--- config.mk ---
export PLATFORM = sky130hd
export DESIGN_NAME = fetch_stage
export DESIGN_NICKNAME = d
export VERILOG_FILES = /design/src/rtl/fetch_stage.sv
export SDC_FILE = /design/constraint.sdc
export NUM_CORES = 1
export LEC_CHECK = 0
export ABC_AREA = 0
export CAP_MARGIN = 20
export CORE_MARGIN = 2
export CORE_UTILIZATION = 45
export DETAILED_ROUTE_END_ITERATION = 6
export PLACE_DENSITY = 0.8
export SLEW_MARGIN = 20
export SYNTH_ARGS = -nofsm -noshare
export SYNTH_HDL_FRONTEND = slang
export SYNTH_SLANG_ARGS = --single-unit
--- constraint.sdc ---
create_clock -name clk -period 4.23 [get_ports clk]
set_input_delay 1.269 -clock clk [delete_from_list [all_inputs] [get_ports clk]]
set_output_delay 1.269 -clock clk [all_outputs]
set_load 0.1 [all_outputs]
--- src/rtl/fetch_stage.sv ---
// rtl/fetch_stage.sv - instruction fetch stage with PC, imem handshake and IF/ID register
module fetch_stage #(
    parameter int                 PC_W     = 8,
    parameter int                 INSTR_W  = 16,
    parameter logic [PC_W-1:0]    RESET_PC = '0,
    parameter logic [INSTR_W-1:0] NOP      = '0
) (
    input  logic               clk,
    input  logic               rst,
    input  logic               pc_write,
    input  logic               if_id_write,
    input  logic               branch_taken,
    input  logic [PC_W-1:0]    branch_target,
    input  logic               flush,
    output logic               imem_req,
    output logic [PC_W-1:0]    imem_addr,
    input  logic               imem_ready,
    input  logic [INSTR_W-1:0] imem_rdata,
    output logic [PC_W-1:0]    pc,
    output logic [INSTR_W-1:0] if_id_instr,
    output logic [PC_W-1:0]    if_id_pc,
    output logic               if_id_valid,
    output logic [2:0]         if_id_rs,
    output logic [2:0]         if_id_rt
);

    typedef enum logic [1:0] {FETCH, HOLD, DROP} state_t;

    state_t             state;
    logic [PC_W-1:0]    fetch_addr;
    logic [INSTR_W-1:0] hold_instr;
    logic [PC_W-1:0]    hold_addr;
    logic               hold_adv;
    logic               accept;
    logic [PC_W-1:0]    addr_inc;
    logic [PC_W-1:0]    hold_inc;

    assign accept    = imem_req && imem_ready;
    assign addr_inc  = fetch_addr + PC_W'(1);
    assign hold_inc  = hold_addr + PC_W'(1);
    assign imem_addr = fetch_addr;
    assign if_id_rs  = if_id_instr[11:9];
    assign if_id_rt  = if_id_instr[8:6];

    always_ff @(posedge clk or posedge rst) begin
        if (rst) begin
            state       <= FETCH;
            pc          <= RESET_PC;
            fetch_addr  <= RESET_PC;
            imem_req    <= 1'b0;
            if_id_instr <= NOP;
            if_id_pc    <= '0;
            if_id_valid <= 1'b0;
            hold_instr  <= NOP;
            hold_addr   <= '0;
            hold_adv    <= 1'b0;
        end else if (branch_taken) begin
            pc          <= branch_target;
            if_id_instr <= NOP;
            if_id_pc    <= '0;
            if_id_valid <= 1'b0;
            hold_adv    <= 1'b0;
            imem_req    <= 1'b1;
            // A request still in flight must complete at its old address first.
            if (state == HOLD || accept || (state == FETCH && !imem_req)) begin
                fetch_addr <= branch_target;
                state      <= FETCH;
            end else begin
                state <= DROP;
            end
        end else begin
            case (state)
                FETCH: begin
                    imem_req <= 1'b1;
                    if (flush) begin
                        if_id_instr <= NOP;
                        if_id_pc    <= '0;
                        if_id_valid <= 1'b0;
                    end
                    if (accept) begin
                        if (if_id_write && !flush) begin
                            if_id_instr <= imem_rdata;
                            if_id_pc    <= fetch_addr;
                            if_id_valid <= 1'b1;
                        end else begin
                            hold_instr <= imem_rdata;
                            hold_addr  <= fetch_addr;
                            hold_adv   <= pc_write;
                            state      <= HOLD;
                            imem_req   <= 1'b0;
                        end
                        if (pc_write) begin
                            pc         <= addr_inc;
                            fetch_addr <= addr_inc;
                        end
                    end
                end
                HOLD: begin
                    if (flush) begin
                        if_id_instr <= NOP;
                        if_id_pc    <= '0;
                        if_id_valid <= 1'b0;
                    end else if (if_id_write) begin
                        if_id_instr <= hold_instr;
                        if_id_pc    <= hold_addr;
                        if_id_valid <= 1'b1;
                        state       <= FETCH;
                        imem_req    <= 1'b1;
                        // pc already moved past the buffered word if it advanced at capture.
                        if (pc_write && !hold_adv) begin
                            pc         <= hold_inc;
                            fetch_addr <= hold_inc;
                        end else begin
                            fetch_addr <= pc;
                        end
                    end
                end
                DROP: begin
                    imem_req <= 1'b1;
                    if (flush) begin
                        if_id_instr <= NOP;
                        if_id_pc    <= '0;
                        if_id_valid <= 1'b0;
                    end
                    if (accept) begin
                        fetch_addr <= pc;
                        state      <= FETCH;
                    end
                end
                default: state <= FETCH;
            endcase
        end
    end

endmodule

Word-level counts from Yosys, hierarchy flattened. Cells that the tools add are included.

Register bits: 69. Word-level logic and storage cells: 95. Output and inout port bits: 48. Bits of input ports: 31.

Mux-type cells: 49. Bitwise logic cells: 2. $add $sub $neg: 2. Eq/ne operators: 11. Reduce and logical (&&, ||, !) cells: 21.

Operator list (number): two-way mux 8 bit (15); two-way mux 16 bit (6); case mux 16 bit (3 select lines) (1); case mux 8 bit (3 select lines) (2); inequality test 3 bit (second input constant) (6); adder 8 x 1 -> 8 bit (second input constant) (2); case mux 8 bit (2 select lines) (1); two-way mux 1 bit (14); two-way mux 2 bit (7); AND reduction 5 bit (2); AND reduction 7 bit (1); case mux 1 bit (3 select lines) (2); case mux 2 bit (3 select lines) (1); AND reduction 3 bit (2); logical AND 1 bit (4); inequality test 4 bit (second input constant) (1); AND reduction 4 bit (1); nonzero test 2 bit (2); nonzero test 4 bit (1); logical NOT 1 bit (3); nonzero test 3 bit (1); == test 2 x 1 -> 1 bit (second input constant) (1); == test 2 bit (second input constant) (1); logical NOT 2 bit (1); 5 further kinds (7).

Longest topological paths before layout.
Depth after elaboration: 7. Depth in mapped cells: 9. Gate-level depth less buffers: 7.

Worst setup path after synthesis. No wires, ideal clock.

Kind: flip-flop to output port. Start point: register if_id_instr[9]. End point: output if_id_rs[0]. Stages on the path, launching flop included: 2. Setup slack: 1.606 ns. Required time: 2.961 ns. Path buffers: 1. Arrival time: 1.355 ns. Cells stage by stage: dfrtp_1 > buf_4.

RTL lines: start, declared (line 20) `output logic [INSTR_W-1:0] if_id_instr,`; start signal, assigned (line 82) `if_id_instr <= imem_rdata;`; start signal, assigned (line 104) `if_id_instr <= hold_instr;`; end, declared (line 23) `output logic [2:0] if_id_rs,`.

No word-level cell between the ends.

Worst setup path after layout.
Start point: register fetch_addr[0], in the netlist imem_addr[0]. End point: output imem_addr[0].

RTL lines: start, declared (line 30) `logic [PC_W-1:0] fetch_addr;`; start signal, assigned (line 66) `fetch_addr <= branch_target;`; start signal, assigned (line 94) `fetch_addr <= addr_inc;`; start signal, assigned (line 112) `fetch_addr <= hold_inc;`; end, declared (line 16) `output logic [PC_W-1:0] imem_addr,`.

No word-level cell between the ends.

==> results.md <==
* Outcome: completed
* Sequential area share after synthesis at between 40% and 50%
* Synth Instances at 430
* Synth Cell Area at 4190 um^2
* Int Pwr at 1960 uW
* Fin Hold WS at 0.513 ns
* Nets@finish at between 500 and 600
* CORE AREA at between 9000 and 10000 um^2
* Seq cells post-synth at 69
* Antenna fix cells at 0
* DIE AREA at 10100 um^2
* Adder-cell area share of the yosys netlist at 1.49%
* Ys async rst share at 100%
* Number of global-route vias before repair at ~3600
* Simple-gate area share of the yosys netlist at 12.5%
* Post-synthesis xor/xnor area fraction at 2.09%
* DR vias at 3668
* Sum of buffers and inverters on the critical path at 1
* Total power at 4150 uW
* Headroom to the max-slew limit at between 20% and 30%
* Synth unique cells at 60
* Critical Path Stages at 1
* Number of synthesized flops with an enable pin at 0
* Psw at 2200 uW
* Clk_lat worst skew at 0.35 ns
* Post-Synthesis Net Count at approximately 470
* Drt initial violations at about 340
* Startpoint type of the worst setup path: register
* Clock Path Buffers at 2
* Hold-fix buffers, CTS at 0
* RePlAce Congestion at 0.868
* Post-synthesis average cell area at between 9 and 10 um^2
* Share of cells above drive strength 1 at 12.9%
* Count leader, synth: dfrtp_1
* Port buffer count at 78
* Post-CTS Setup Bufs at 0
* Post-synth top cells: dfrtp_1 (69), o21ai_0 (51), nand2_1 (50)
* Initial core utilization at 45.8%
* First-pass GRT wire length at 17500 um
* Largest stage delay on the critical path at around 1.2 ns
* Final Util at a little under three fifths
* DP HPWL at between 7000 and 8000 um
* CTS Buf Count at 9
* CP Capture Type: output pin
* DIE HEIGHT at 100 um
* Clk sinks at 69
* Post-CTS Resized at 0
* Total iterations of the first detailed-routing run at 5
* CP Class: reg -> out
* Drc violations at 0
* Largest family of logic cells by synthesized area: compound AO/OA/AOI/OAI gates
* Post-synth top area cell: dfrtp_1
* Worst Hold Path Cells at 1
* Worst-case clock skew at 0.0112 ns
* Reg2reg path depth at 6
* Sw frac at 52.9%
* Antenna viol nets, final at 0
* Min-delay worst type: reg -> reg
* Ranking of synthesized cells by area: dfrtp_1 (41%), mux2i_1 (6.7%), mux2_2 (6.4%)
* Initial antenna violation count at 0
* Crit path max-delay family: buffers and inverters
* Root Buffer: clkbuf_8
* RSZ-0062 raised after global routing: false
* Row count at 35
* Synth Flop Type: dfrtp_1
* WL/cell at between 15 and 20 um
* Slowest CP cell: clkdlybuf4s50_1
* Maximum capacitance violations at 0
* CP required at 2.96 ns
* CTS tree: built
* H-tree Lvls at 3
* Gr usage total at 21.9%
* CP arrival at 2.10 ns
* Combinational Power Share at between 50 and 60%
* Setup TNS at 0 ns
* Power Dens Cells at 807 nW/um^2
* Largest net degree at the start of global routing at 39
* Mux share of post-synthesis cell area at 13.5%
* Pins Over Slew Limit at 0
* Measured slew at the worst slew-check pin at ~1.1 ns
* Via density at 6.03
* Die X at 100 um
* Final setup viols at 0
* Power share of the sequential group at between 20% and 30%
* Max frequency at 0.297 GHz
* GR Overflow Total at 0
* Clock power frac at 13.7%
* Clk pin slew, worst setup/hold paths at 0.08 ns
* # IOs at 79
* Drt total wl at 11000 um
* Final hold viol count at 0
* Compound-cell area share of the yosys netlist at about 23%
* Part of the cycle the worst path needs at 79.6%
* Area grow syn2layout at 22.9%
* CP Cell Sequence: clkdlybuf4s50_1
* Syn. warnings at 0
* Static leakage at between 0.002 and 0.0025 uW
* Minimum clock period at approximately 3.4 ns
* Worst-path fanout max at 9
* Peak VDD IR at 0.755 mV
* Yosys top cell area share at 41.2%
## routing by layer
metal / global-route usage [%] / up-vias / share of wire (%)
met2: 35.4 / 162 / 48
met4: 7.17 / 0 / 1.5
met3: 5.34 / 12 / 7.6
met1: 29.1 / 1792 / 43
met5: 0 / - / 0
li1: - / 1702 / -
## metrics by stage
step	setup WS, ns	instance area, um^2	cells
after floorplan	1.22	4190	430
after global placement	0.919	4940	592
after detailed placement	0.793	4940	592
after CTS	0.859	5150	608
after global routing	0.801	5150	608
final	0.862	5150	608
## area by class of cell
type | count | area [um^2]
Inverter | 9 | 33.8
Multi-Input combinational cell | 317 | 2200
Timing Repair Buffer | 86 | 841
Clock inverter | 5 | 57.6
Clock buffer | 11 | 151
Sequential cell | 69 | 1730
Fill cell | 793 | 4000
Tap cell | 111 | 139
## flip-flops by register name (all words and copies together) (netlist names)
register / cells
hold_adv: 1
imem_addr: 8
hold_addr: 8
imem_req: 1
if_id_pc: 8
if_id_valid: 1
state: 2
pc: 8
hold_instr: 16
if_id_instr: 16
## worst reg2reg max path: stages, from the launching register on
cell and delay, ns:
dfrtp_1 0.40, inv_1 0.08, ha_1 0.57, or3b_1 0.46, a21oi_2 0.25, a21o_2 0.46
a32o_1 0.28
## cell families after synthesis
| kind of cell | Yosys count |
|---|---|
| compound gates | 140 |
| xor+xnor | 10 |
| fa+ha+maj | 5 |
| flops | 69 |
| mux | 53 |
| simple gates | 109 |
| buf+inv | 44 |
## final timing paths
check / from / end / slack (ns)
setup / recovery: imem_addr[0] / imem_addr[0] / 0.86
hold / removal: hold_instr[7] / hold_instr[7] / 0.51
setup reg to reg: state[1] / if_id_instr[11] / 1.66
hold reg to reg: hold_instr[7] / hold_instr[7] / 0.51
max in group asynchronous: rst / hold_addr[7] / 2.12
min in group asynchronous: rst / if_id_instr[0] / 1.35
## power groups by stage
stage / sequential (uW) / combinational, uW / clock [uW]
floorplan: 1840 / 1220 / 0
global placement: 1140 / 2370 / 0
detailed placement: 1160 / 2410 / 0
CTS: 1150 / 2420 / 575
global route: 1190 / 2590 / 605
finish: 1160 / 2430 / 569
## cells in the final DEF (no fill, tap or decap), types with 5 or more instances in the layout
cell             netlist  final
dfrtp_1               69     69
a21oi_1               15     15
buf_4                  8      8
o21ai_1               10     10
clkdlybuf4s50_1        0     78
clkbuf_8               0     11
nand2_1               50     50
inv_1                  9      8
xor2_1                 6      6
o21ai_0               51     51
a32o_1                24     24
a31oi_1                6      6
mux2i_1               28     28
nor2_1                20     19
ha_1                   5      5
nand2b_1               6      6
mux2_2                24     24
nand3_1                9      9
Note: power is estimated with default switching activity, not from simulation.
